File: config.mk
export PLATFORM = sky130hd
export DESIGN_NAME = axi4_lite_master_ctrl
export DESIGN_NICKNAME = d
export VERILOG_FILES = /design/src/rtl/axi4_lite_pkg.sv /design/src/rtl/axi4_lite_timeout_counter.sv /design/src/rtl/axi4_lite_master_ctrl.sv
export SDC_FILE = /design/constraint.sdc
export NUM_CORES = 1
export LEC_CHECK = 0
export BUFFER_PORTS_ARGS = -buffer_cell sky130_fd_sc_hd__buf_2
export CAP_MARGIN = 20
export CORE_MARGIN = 10
export CORE_UTILIZATION = 45
export CTS_CLUSTER_DIAMETER = 60
export DETAILED_ROUTE_END_ITERATION = 7
export PLACE_DENSITY_LB_ADDON = 0.3
export SLEW_MARGIN = 20
export SYNTH_ARGS = -nofsm -noshare
export SYNTH_HDL_FRONTEND = slang
export SYNTH_SLANG_ARGS = --single-unit
File: constraint.sdc
create_clock -name aclk -period 6 [get_ports aclk]
set_input_delay 0 -clock aclk [delete_from_list [all_inputs] [get_ports aclk]]
set_output_delay 0 -clock aclk [all_outputs]
set_load 0.005 [all_outputs]
File: src/rtl/axi4_lite_pkg.sv
// Shared response codes and FSM state encodings for the AXI4-Lite master.
package axi4_lite_pkg;

  localparam logic [1:0] RESP_OKAY   = 2'b00;
  localparam logic [1:0] RESP_EXOKAY = 2'b01;
  localparam logic [1:0] RESP_SLVERR = 2'b10;
  localparam logic [1:0] RESP_DECERR = 2'b11;

  typedef enum logic [1:0] {
    W_IDLE      = 2'd0,
    W_ADDR_DATA = 2'd1,
    W_RESP      = 2'd2
  } wr_state_e;

  typedef enum logic [1:0] {
    R_IDLE = 2'd0,
    R_ADDR = 2'd1,
    R_DATA = 2'd2
  } rd_state_e;

endpackage

File: src/rtl/axi4_lite_timeout_counter.sv
// Per-transaction watchdog: counts busy cycles and flags when the budget is used up.
module axi4_lite_timeout_counter #(
  parameter int unsigned TIMEOUT_CYCLES = 256
) (
  input  logic aclk,
  input  logic areset,
  input  logic run_in,
  output logic expired_out
);

  if (TIMEOUT_CYCLES == 0) begin : g_off
    assign expired_out = 1'b0;
  end else begin : g_on
    localparam int unsigned CNT_W = $clog2(TIMEOUT_CYCLES + 1);

    logic [CNT_W-1:0] count_q;
    logic [CNT_W-1:0] count_d;

    // Clear while idle, count busy cycles, saturate at the budget.
    always_comb begin
      count_d = '0;
      if (run_in) begin
        if (32'(count_q) < TIMEOUT_CYCLES) begin
          count_d = count_q + CNT_W'(1);
        end else begin
          count_d = count_q;
        end
      end
    end

    // Counter register.
    always_ff @(posedge aclk or posedge areset) begin
      if (areset) begin
        count_q <= '0;
      end else begin
        count_q <= count_d;
      end
    end

    // Elapsed time includes the accepting cycle and the current one, so the
    // abort pulse lands exactly TIMEOUT_CYCLES cycles after the request edge.
    assign expired_out = run_in && ((32'(count_q) + 32'd2) >= TIMEOUT_CYCLES);
  end

endmodule

File: src/rtl/axi4_lite_master_ctrl.sv
// AXI4-Lite master: independent write and read engines with timeout abort.
module axi4_lite_master_ctrl
  import axi4_lite_pkg::*;
#(
  parameter int unsigned ADDR_WIDTH     = 32,
  parameter int unsigned DATA_WIDTH     = 32,
  parameter int unsigned STRB_WIDTH     = DATA_WIDTH / 8,
  parameter int unsigned TIMEOUT_CYCLES = 256
) (
  input  logic                  aclk,
  input  logic                  areset,
  input  logic                  wr_req_in,
  input  logic [ADDR_WIDTH-1:0] wr_addr_in,
  input  logic [DATA_WIDTH-1:0] wr_data_in,
  input  logic [STRB_WIDTH-1:0] wr_strb_in,
  input  logic [2:0]            wr_prot_in,
  output logic                  wr_ready_out,
  output logic                  wr_done_out,
  output logic [1:0]            wr_resp_out,
  output logic                  wr_timeout_out,
  input  logic                  rd_req_in,
  input  logic [ADDR_WIDTH-1:0] rd_addr_in,
  input  logic [2:0]            rd_prot_in,
  output logic                  rd_ready_out,
  output logic                  rd_done_out,
  output logic [DATA_WIDTH-1:0] rd_data_out,
  output logic [1:0]            rd_resp_out,
  output logic                  rd_timeout_out,
  output logic [ADDR_WIDTH-1:0] awaddr_out,
  output logic [2:0]            awprot_out,
  output logic                  awvalid_out,
  input  logic                  awready_in,
  output logic [DATA_WIDTH-1:0] wdata_out,
  output logic [STRB_WIDTH-1:0] wstrb_out,
  output logic                  wvalid_out,
  input  logic                  wready_in,
  input  logic [1:0]            bresp_in,
  input  logic                  bvalid_in,
  output logic                  bready_out,
  output logic [ADDR_WIDTH-1:0] araddr_out,
  output logic [2:0]            arprot_out,
  output logic                  arvalid_out,
  input  logic                  arready_in,
  input  logic [DATA_WIDTH-1:0] rdata_in,
  input  logic [1:0]            rresp_in,
  input  logic                  rvalid_in,
  output logic                  rready_out
);

  // ---------------------------------------------------------------- write
  wr_state_e             w_state_q, w_state_d;
  logic                  awvalid_q, awvalid_d;
  logic                  wvalid_q, wvalid_d;
  logic                  bready_q, bready_d;
  logic                  aw_done_q, aw_done_d;
  logic                  w_done_q, w_done_d;
  logic                  wr_ready_q, wr_ready_d;
  logic                  wr_done_q, wr_done_d;
  logic                  wr_timeout_q, wr_timeout_d;
  logic [1:0]            wr_resp_q, wr_resp_d;
  logic [ADDR_WIDTH-1:0] awaddr_q, awaddr_d;
  logic [2:0]            awprot_q, awprot_d;
  logic [DATA_WIDTH-1:0] wdata_q, wdata_d;
  logic [STRB_WIDTH-1:0] wstrb_q, wstrb_d;
  logic                  wr_expired;
  logic                  aw_hs, w_hs, aw_fin, w_fin;

  assign aw_hs  = awvalid_q && awready_in;
  assign w_hs   = wvalid_q && wready_in;
  assign aw_fin = aw_done_q || aw_hs;
  assign w_fin  = w_done_q || w_hs;

  axi4_lite_timeout_counter #(
    .TIMEOUT_CYCLES(TIMEOUT_CYCLES)
  ) u_wr_timeout (
    .aclk       (aclk),
    .areset     (areset),
    .run_in     (w_state_q != W_IDLE),
    .expired_out(wr_expired)
  );

  // Write state and output registers.
  always_ff @(posedge aclk or posedge areset) begin
    if (areset) begin
      w_state_q    <= W_IDLE;
      awvalid_q    <= 1'b0;
      wvalid_q     <= 1'b0;
      bready_q     <= 1'b0;
      aw_done_q    <= 1'b0;
      w_done_q     <= 1'b0;
      wr_ready_q   <= 1'b1;
      wr_done_q    <= 1'b0;
      wr_timeout_q <= 1'b0;
      wr_resp_q    <= RESP_OKAY;
      awaddr_q     <= '0;
      awprot_q     <= '0;
      wdata_q      <= '0;
      wstrb_q      <= '0;
    end else begin
      w_state_q    <= w_state_d;
      awvalid_q    <= awvalid_d;
      wvalid_q     <= wvalid_d;
      bready_q     <= bready_d;
      aw_done_q    <= aw_done_d;
      w_done_q     <= w_done_d;
      wr_ready_q   <= wr_ready_d;
      wr_done_q    <= wr_done_d;
      wr_timeout_q <= wr_timeout_d;
      wr_resp_q    <= wr_resp_d;
      awaddr_q     <= awaddr_d;
      awprot_q     <= awprot_d;
      wdata_q      <= wdata_d;
      wstrb_q      <= wstrb_d;
    end
  end

  // Write next state; a handshake in the expiry cycle beats the abort.
  always_comb begin
    w_state_d = w_state_q;
    case (w_state_q)
      W_IDLE:      if (wr_req_in) w_state_d = W_ADDR_DATA;
      W_ADDR_DATA: begin
        if (aw_fin && w_fin)  w_state_d = W_RESP;
        else if (wr_expired)  w_state_d = W_IDLE;
      end
      W_RESP:      if (bvalid_in || wr_expired) w_state_d = W_IDLE;
      default:     w_state_d = W_IDLE;
    endcase
  end

  // Write outputs for the next cycle.
  always_comb begin
    awvalid_d    = awvalid_q;
    wvalid_d     = wvalid_q;
    bready_d     = bready_q;
    aw_done_d    = aw_done_q;
    w_done_d     = w_done_q;
    wr_ready_d   = wr_ready_q;
    wr_done_d    = 1'b0;
    wr_timeout_d = 1'b0;
    wr_resp_d    = wr_resp_q;
    awaddr_d     = awaddr_q;
    awprot_d     = awprot_q;
    wdata_d      = wdata_q;
    wstrb_d      = wstrb_q;
    case (w_state_q)
      W_IDLE: begin
        wr_ready_d = 1'b1;
        if (wr_req_in) begin
          awaddr_d   = wr_addr_in;
          awprot_d   = wr_prot_in;
          wdata_d    = wr_data_in;
          wstrb_d    = wr_strb_in;
          awvalid_d  = 1'b1;
          wvalid_d   = 1'b1;
          aw_done_d  = 1'b0;
          w_done_d   = 1'b0;
          wr_ready_d = 1'b0;
        end
      end
      W_ADDR_DATA: begin
        if (aw_hs) begin
          awvalid_d = 1'b0;
          aw_done_d = 1'b1;
        end
        if (w_hs) begin
          wvalid_d = 1'b0;
          w_done_d = 1'b1;
        end
        if (aw_fin && w_fin) begin
          bready_d = 1'b1;
        end else if (wr_expired) begin
          awvalid_d    = 1'b0;
          wvalid_d     = 1'b0;
          wr_resp_d    = RESP_SLVERR;
          wr_done_d    = 1'b1;
          wr_timeout_d = 1'b1;
          wr_ready_d   = 1'b1;
        end
      end
      W_RESP: begin
        if (bvalid_in) begin
          bready_d   = 1'b0;
          wr_resp_d  = bresp_in;
          wr_done_d  = 1'b1;
          wr_ready_d = 1'b1;
        end else if (wr_expired) begin
          bready_d     = 1'b0;
          wr_resp_d    = RESP_SLVERR;
          wr_done_d    = 1'b1;
          wr_timeout_d = 1'b1;
          wr_ready_d   = 1'b1;
        end
      end
      default: ;
    endcase
  end

  // ----------------------------------------------------------------- read
  rd_state_e             r_state_q, r_state_d;
  logic                  arvalid_q, arvalid_d;
  logic                  rready_q, rready_d;
  logic                  rd_ready_q, rd_ready_d;
  logic                  rd_done_q, rd_done_d;
  logic                  rd_timeout_q, rd_timeout_d;
  logic [1:0]            rd_resp_q, rd_resp_d;
  logic [DATA_WIDTH-1:0] rd_data_q, rd_data_d;
  logic [ADDR_WIDTH-1:0] araddr_q, araddr_d;
  logic [2:0]            arprot_q, arprot_d;
  logic                  rd_expired;
  logic                  ar_hs;

  assign ar_hs = arvalid_q && arready_in;

  axi4_lite_timeout_counter #(
    .TIMEOUT_CYCLES(TIMEOUT_CYCLES)
  ) u_rd_timeout (
    .aclk       (aclk),
    .areset     (areset),
    .run_in     (r_state_q != R_IDLE),
    .expired_out(rd_expired)
  );

  // Read state and output registers.
  always_ff @(posedge aclk or posedge areset) begin
    if (areset) begin
      r_state_q    <= R_IDLE;
      arvalid_q    <= 1'b0;
      rready_q     <= 1'b0;
      rd_ready_q   <= 1'b1;
      rd_done_q    <= 1'b0;
      rd_timeout_q <= 1'b0;
      rd_resp_q    <= RESP_OKAY;
      rd_data_q    <= '0;
      araddr_q     <= '0;
      arprot_q     <= '0;
    end else begin
      r_state_q    <= r_state_d;
      arvalid_q    <= arvalid_d;
      rready_q     <= rready_d;
      rd_ready_q   <= rd_ready_d;
      rd_done_q    <= rd_done_d;
      rd_timeout_q <= rd_timeout_d;
      rd_resp_q    <= rd_resp_d;
      rd_data_q    <= rd_data_d;
      araddr_q     <= araddr_d;
      arprot_q     <= arprot_d;
    end
  end

  // Read next state.
  always_comb begin
    r_state_d = r_state_q;
    case (r_state_q)
      R_IDLE:  if (rd_req_in) r_state_d = R_ADDR;
      R_ADDR: begin
        if (ar_hs)           r_state_d = R_DATA;
        else if (rd_expired) r_state_d = R_IDLE;
      end
      R_DATA:  if (rvalid_in || rd_expired) r_state_d = R_IDLE;
      default: r_state_d = R_IDLE;
    endcase
  end

  // Read outputs for the next cycle; read data is left untouched on abort.
  always_comb begin
    arvalid_d    = arvalid_q;
    rready_d     = rready_q;
    rd_ready_d   = rd_ready_q;
    rd_done_d    = 1'b0;
    rd_timeout_d = 1'b0;
    rd_resp_d    = rd_resp_q;
    rd_data_d    = rd_data_q;
    araddr_d     = araddr_q;
    arprot_d     = arprot_q;
    case (r_state_q)
      R_IDLE: begin
        rd_ready_d = 1'b1;
        if (rd_req_in) begin
          araddr_d   = rd_addr_in;
          arprot_d   = rd_prot_in;
          arvalid_d  = 1'b1;
          rd_ready_d = 1'b0;
        end
      end
      R_ADDR: begin
        if (ar_hs) begin
          arvalid_d = 1'b0;
          rready_d  = 1'b1;
        end else if (rd_expired) begin
          arvalid_d    = 1'b0;
          rd_resp_d    = RESP_SLVERR;
          rd_done_d    = 1'b1;
          rd_timeout_d = 1'b1;
          rd_ready_d   = 1'b1;
        end
      end
      R_DATA: begin
        if (rvalid_in) begin
          rready_d   = 1'b0;
          rd_data_d  = rdata_in;
          rd_resp_d  = rresp_in;
          rd_done_d  = 1'b1;
          rd_ready_d = 1'b1;
        end else if (rd_expired) begin
          rready_d     = 1'b0;
          rd_resp_d    = RESP_SLVERR;
          rd_done_d    = 1'b1;
          rd_timeout_d = 1'b1;
          rd_ready_d   = 1'b1;
        end
      end
      default: ;
    endcase
  end

  // ---------------------------------------------------------------- ports
  assign wr_ready_out   = wr_ready_q;
  assign wr_done_out    = wr_done_q;
  assign wr_resp_out    = wr_resp_q;
  assign wr_timeout_out = wr_timeout_q;
  assign awaddr_out     = awaddr_q;
  assign awprot_out     = awprot_q;
  assign awvalid_out    = awvalid_q;
  assign wdata_out      = wdata_q;
  assign wstrb_out      = wstrb_q;
  assign wvalid_out     = wvalid_q;
  assign bready_out     = bready_q;
  assign rd_ready_out   = rd_ready_q;
  assign rd_done_out    = rd_done_q;
  assign rd_data_out    = rd_data_q;
  assign rd_resp_out    = rd_resp_q;
  assign rd_timeout_out = rd_timeout_q;
  assign araddr_out     = araddr_q;
  assign arprot_out     = arprot_q;
  assign arvalid_out    = arvalid_q;
  assign rready_out     = rready_q;

endmodule

# Yosys cells after proc, flatten, opt, wreduce, memory -nomap -nowiden
# Index checks and enable logic that the tools add are counted.
# totals
regBits,177
in_bits,151
wordCells,158
# op_classes
addsub,4
magnitude_cmp,4
eq_ne,20
mux,69
reduce_logical,35
# op_table
cell,count
"32-bit by 9-bit greater-or-equal comparator with 1-bit output, second input constant",2
9-bit 2-to-1 mux,4
1-bit 2-to-1 mux,34
2-bit 2-to-1 mux,14
"2-bit inequality test, second input constant",12
1-bit case mux with 2 select lines,11
3-bit AND reduction,7
"9-bit by 2-bit adder with 10-bit output, second input constant",2
"9-bit by 1-bit adder with 9-bit output, second input constant",2
"9-bit less-than comparator, second input constant",2
2-bit AND reduction,8
"3-bit inequality test, second input constant",4
2-bit case mux with 3 select lines,2
2-bit nonzero test,6
2-bit case mux with 2 select lines,2
1-bit logical AND,6
1-bit case mux with 3 select lines,2
3-bit nonzero test,2
"2-bit by 1-bit == test with 1-bit output, second input constant",2
"2-bit == test, second input constant",2
2-bit zero test,2
1-bit logical OR,4

# Depth between registers and ports, before layout
# depth
word_depth,6
ltp_mapped,7
depth_no_buf,6

# Cells and area by module
# From an unflattened synthesis, not the netlist that was laid out.
# hier_totals
cells_unflattened,510
hier_area_um2,7238.2
# modules_own_cells
mod,n_inst,cells_each,area_per_inst_um2
axi4_lite_master_ctrl,1,420,6304.8
axi4_lite_timeout_counter (u_rd_timeout),1,44,475.5
axi4_lite_timeout_counter (u_wr_timeout),1,46,457.9

# Least setup slack after synthesis
# OpenSTA, ideal clock, no wires.
# synth_path
path_kind,flip-flop to flip-flop
start,reg r_state_q[0]
end,reg araddr_q[0] (netlist: araddr_out[0])
arrival_ps,1566
path_slack_ps,4309
path_stages_with_launch,7
n_path_buf,2
synth_period_minus_slack_ps,1691
cell_sequence,dfrtp_1 inv_1 ha_1 buf_2 nand2_1 buf_2 mux2_2
# synth_between
elab_chain_len,2
# synth_rtl
item,line_no,text
start: declaration,axi4_lite_master_ctrl.sv:200,"rd_state_e r_state_q, r_state_d;"
start signal: assignment,axi4_lite_master_ctrl.sv:238,r_state_q <= r_state_d;
2-bit zero test,axi4_lite_master_ctrl.sv:276,case (r_state_q)
2-bit AND reduction (no source line),n/a,
end signal: assignment,axi4_lite_master_ctrl.sv:246,araddr_q <= araddr_d;
end: declaration,axi4_lite_master_ctrl.sv:208,"logic [ADDR_WIDTH-1:0] araddr_q, araddr_d;"
# Every way passes these cells.
# A chain may end at the register's enable or synchronous reset.

# Worst setup path in the final report
# layout_path
start,reg w_state_q[0]
end,reg awaddr_q[1] (netlist: awaddr_out[1])
# layout_between
elab_chain_len,2
# layout_rtl
item,line_no,text
start: declaration,axi4_lite_master_ctrl.sv:51,"wr_state_e w_state_q, w_state_d;"
start signal: assignment,axi4_lite_master_ctrl.sv:100,w_state_q <= w_state_d;
2-bit zero test,axi4_lite_master_ctrl.sv:146,case (w_state_q)
2-bit AND reduction (no source line),n/a,
end signal: assignment,axi4_lite_master_ctrl.sv:110,awaddr_q <= awaddr_d;
end: declaration,axi4_lite_master_ctrl.sv:61,"logic [ADDR_WIDTH-1:0] awaddr_q, awaddr_d;"
# Every way passes these cells.

==> results.md <==
- Status: complete, no violations
- Post-Synth Adder-Cell Area: 0.01716
- Syn Inst Count: 518
- Synth Area per Inst: 14.07 µm²
- Total Wirelength: between 20000 and 25000 µm
- M3 GR Usage: 0.07924
- # Post-CTS Setup Buffers: 0
- DP Cell Count: around 1000
- Cell chosen for the clock root: clkbuf_16
- Pre-Repair DR Iteration Count: 4
- Reg2reg path depth: 5
- DR WL/cell: 19.37 µm
- Clock Pin Slew Worst Setup and Hold Paths: 70 ps
- XOR/XNOR share of the synthesized area: 0.01442
- Pwr dens: approximately 470 nW/µm²
- Seq/Total Area, Yosys: 0.6079
- PortBufs: a little over 300
- Die Y-Extent: about 150 µm
- Antenna viol nets, final: 0
- Shortest period the worst path allows: 2555 ps
- Post-Synth Simple-Gate Area: 0.05869
- GPL Wtd Cong: slightly above 0.8
- CP endpoint kind: flop
- Row count: 46
- Crit start category: flop
- Main combinational cell family by area after synthesis: multiplexers
- Leakage dissipation: roughly 5.4 nW
- VDD IR max: ~0.25 mV
- Max clock buf depth: 2
- # setup viols final: 0
- Synth Warn #: 0
- CTS tree: done
- Met1 GRT Util: 0.2346
- Syn Nets: 679
- Final period util: 0.4259
- I/O pins: 304
- Final Skew: between 9 and 10 ps
- Post-route insts no fill: between 1000 and 1500
- Mapped cell area: roughly 7300 µm²
- Kind of critical path: flop to flop
- Final HPWL DP: approximately 16000 µm
- CORE AREA: approximately 16000 µm²
- Initial core utilization: 0.4590
- Max cap viols: 0
- Post-route DRC: 0
- Hold crit path type: input pin to flop
- Most used routing layer: met2
- Hold Vio Cnt, Final: 0
- Vias/cell: roughly 5.0
- Worst Path Max Fanout: 57
- CTS buffer count: 17
- Post-synth top flop: dfrtp_1
- Clock latency on the worst-skew pair: 420 ps
- Vias in the first global route: roughly 6800
- Worst Max-Slew Pin Slew: 798.6 ps
- Largest net degree at the start of global routing: roughly 110
- Die width: ~150 µm
- Critical Path RT: 6300 ps
- Layout cells sized above 1: 0.4990
- Synth cell types: 53
- Fin nets: around 1100
- Async set-or-reset flop fraction in the synthesized netlist: 1.000
- First DRT Iteration DRCs: between 200 and 250
- Peak Freq: just under 400 MHz
- Routing usage on met2: 0.3717
- Tot GR Track Use: 0.2136
- Post-synth EDFFs: 0
- DR vias: 5963
- CTS Sinks: between 150 and 200
- RSZ-0062 raised after global routing: false
- WHS Path Cells: 4
- Pins Over Slew Limit: 0
- P&R area growth vs syn: 52.79%
- Gr ovfl total: 0
- Die area: 21690 µm²
- Max_slew headroom: 0.4676
- #FFs+latches synth: approximately 180
- H-Tree Level Count: 4
- Setup Total Neg Slack: 0 ps
- Fillers: between 1000 and 1500
- First-pass GRT wire length: approximately 37000 µm
- Synth Area in Compound Gates: 0.05715
- Arr. time, crit path: 2860 ps
- Post-synthesis mux area share: 0.2188
- Initial antenna violation count: 1
-- cell usage in the layout (no fill, tap or decap), types with 3 or more instances in the layout --
cell type / n
buf_2: 303
dfrtp_1: 175
dlygate4sd3_1: 150
mux2_2: 139
nor2_1: 23
clkbuf_16: 17
inv_1: 15
nand3_1: 13
nand2_1: 13
a21oi_1: 13
ha_1: 10
xor2_1: 8
o21ai_0: 7
a31oi_1: 5
nand2b_1: 5
clkinv_4: 5
nor2b_1: 4
xnor2_1: 4
and4b_1: 4
o211ai_1: 4
buf_4: 4
mux2i_1: 3
o22ai_1: 3
and2_1: 3
a21boi_0: 3
clkbuf_8: 3
bufinv_16: 3
-- routing by layer --
layer / routed length, µm / part of all wire / vias to the layer above
met5: 0 / 0 / -
met4: 542 / 0.023 / 0
met3: 1957 / 0.084 / 35
met2: 11790 / 0.51 / 254
met1: 8978 / 0.39 / 2933
li1: - / - / 2741
-- flip-flops by register name (all words and copies together) (netlist names), 3 cells and up --
signal,flops
rd_data_out,32
u_rd_timeout.g_on.count_q,9
arprot_out,3
awprot_out,3
awaddr_out,32
wstrb_out,4
wdata_out,32
araddr_out,32
u_wr_timeout.g_on.count_q,9
-- cell usage after synthesis, types with 2 or more instances --
| master | n | area [µm²] |
|---|---|---|
| dfstp_2 | 2 | 52.55 |
| a31oi_1 | 5 | 31.28 |
| clkbuf_1 | 3 | 11.26 |
| and4b_1 | 4 | 40.04 |
| ha_1 | 10 | 125.1 |
| xor2_1 | 8 | 70.07 |
| mux2i_1 | 3 | 30.03 |
| a21oi_1 | 13 | 65.06 |
| xnor2_1 | 4 | 35.03 |
| o221ai_1 | 2 | 17.52 |
| and3_1 | 2 | 12.51 |
| buf_6 | 3 | 33.78 |
| o211ai_1 | 4 | 30.03 |
| o21a_1 | 2 | 15.01 |
| mux2_2 | 139 | 1565 |
| nand3_1 | 13 | 65.06 |
| buf_2 | 16 | 80.08 |
| a41oi_1 | 2 | 17.52 |
| o21ai_0 | 7 | 35.03 |
| dfrtp_1 | 175 | 4379 |
| a22o_2 | 2 | 20.02 |
| and2_1 | 3 | 18.77 |
| and4_1 | 2 | 17.52 |
| nor2_1 | 23 | 86.33 |
| inv_1 | 16 | 60.06 |
| a21o_1 | 2 | 15.01 |
| a211oi_1 | 2 | 15.01 |
| o22ai_1 | 3 | 18.77 |
| nand2b_1 | 5 | 31.28 |
| or3_1 | 2 | 12.51 |
| nor2b_1 | 4 | 25.02 |
| nand2_1 | 14 | 52.55 |
| a21boi_0 | 3 | 22.52 |
-- report_power, final --
| part | internal (mW) | leakage, nW | switching [mW] |
|---|---|---|---|
| clock | 0.690 | 0.303 | 0.467 |
| combinational | 1.07 | 2.94 | 0.905 |
| sequential | 1.74 | 2.12 | 0.339 |
| total | 3.50 | 5.37 | 1.71 |
-- worst paths after layout --
| kind | startpoint | end | slack [ps] |
|---|---|---|---|
| hold / removal | arready_in | arvalid_out | 30 |
| min in group asynchronous | areset | araddr_out[12] | 130 |
| max in group asynchronous | areset | wdata_out[24] | 4340 |
| setup reg to reg | w_state_q[0] | awaddr_out[1] | 3440 |
| hold reg to reg | wr_resp_out[1] | wr_resp_out[1] | 500 |
| setup / recovery | w_state_q[0] | awaddr_out[1] | 3440 |
-- layout make-up --
class	count	area, µm²	share of cell area
Antenna cell	1	2.502	0.0002246
Clock buffer	20	466.7	0.04190
Clock inverter	11	155.1	0.01393
Inverter	16	65.06	0.005841
Multi-Input combinational cell	302	2673	0.2399
Sequential cell	177	4432	0.3978
Tap cell	216	270.3	0.02426
Timing Repair Buffer	458	3075	0.2761
-- what timing repair did --
action,CTS,global route
hold buffers,150,0
gates resized for setup,0,0
hold endpoints to repair,261,0
-- metrics by stage --
stage                     hold slack [ps]  area, µm²  setup slack (ps)  power (mW)    util
after floorplan                     147.4       7291              1201       3.073       -
after global placement              230.3       8986              3628       3.837  0.5657
after detailed placement            235.4       8986              3473       3.950  0.5657
after CTS                           5.414      11110              3469       5.207  0.6994
after global routing                85.53      11140              3310       5.532  0.7012
final                               30.98      11140              3445       5.215  0.7012
-- critical path, stage by stage (launching register included) --
cell and delay (ps):
dfrtp_1 400, inv_1 100, ha_1 410, nand2_2 400
buf_4 650, mux2_2 430
-- cells by family after synthesis --
kind of cell / after synthesis
AO/OA/AOI/OAI: 58
XOR/XNOR: 12
adder cells (fa/ha/maj): 10
buffers and inverters: 39
flip-flops: 177
multiplexers: 142
AND/OR/NAND/NOR: 80
No activity file was read; power rests on OpenSTA's default activity.
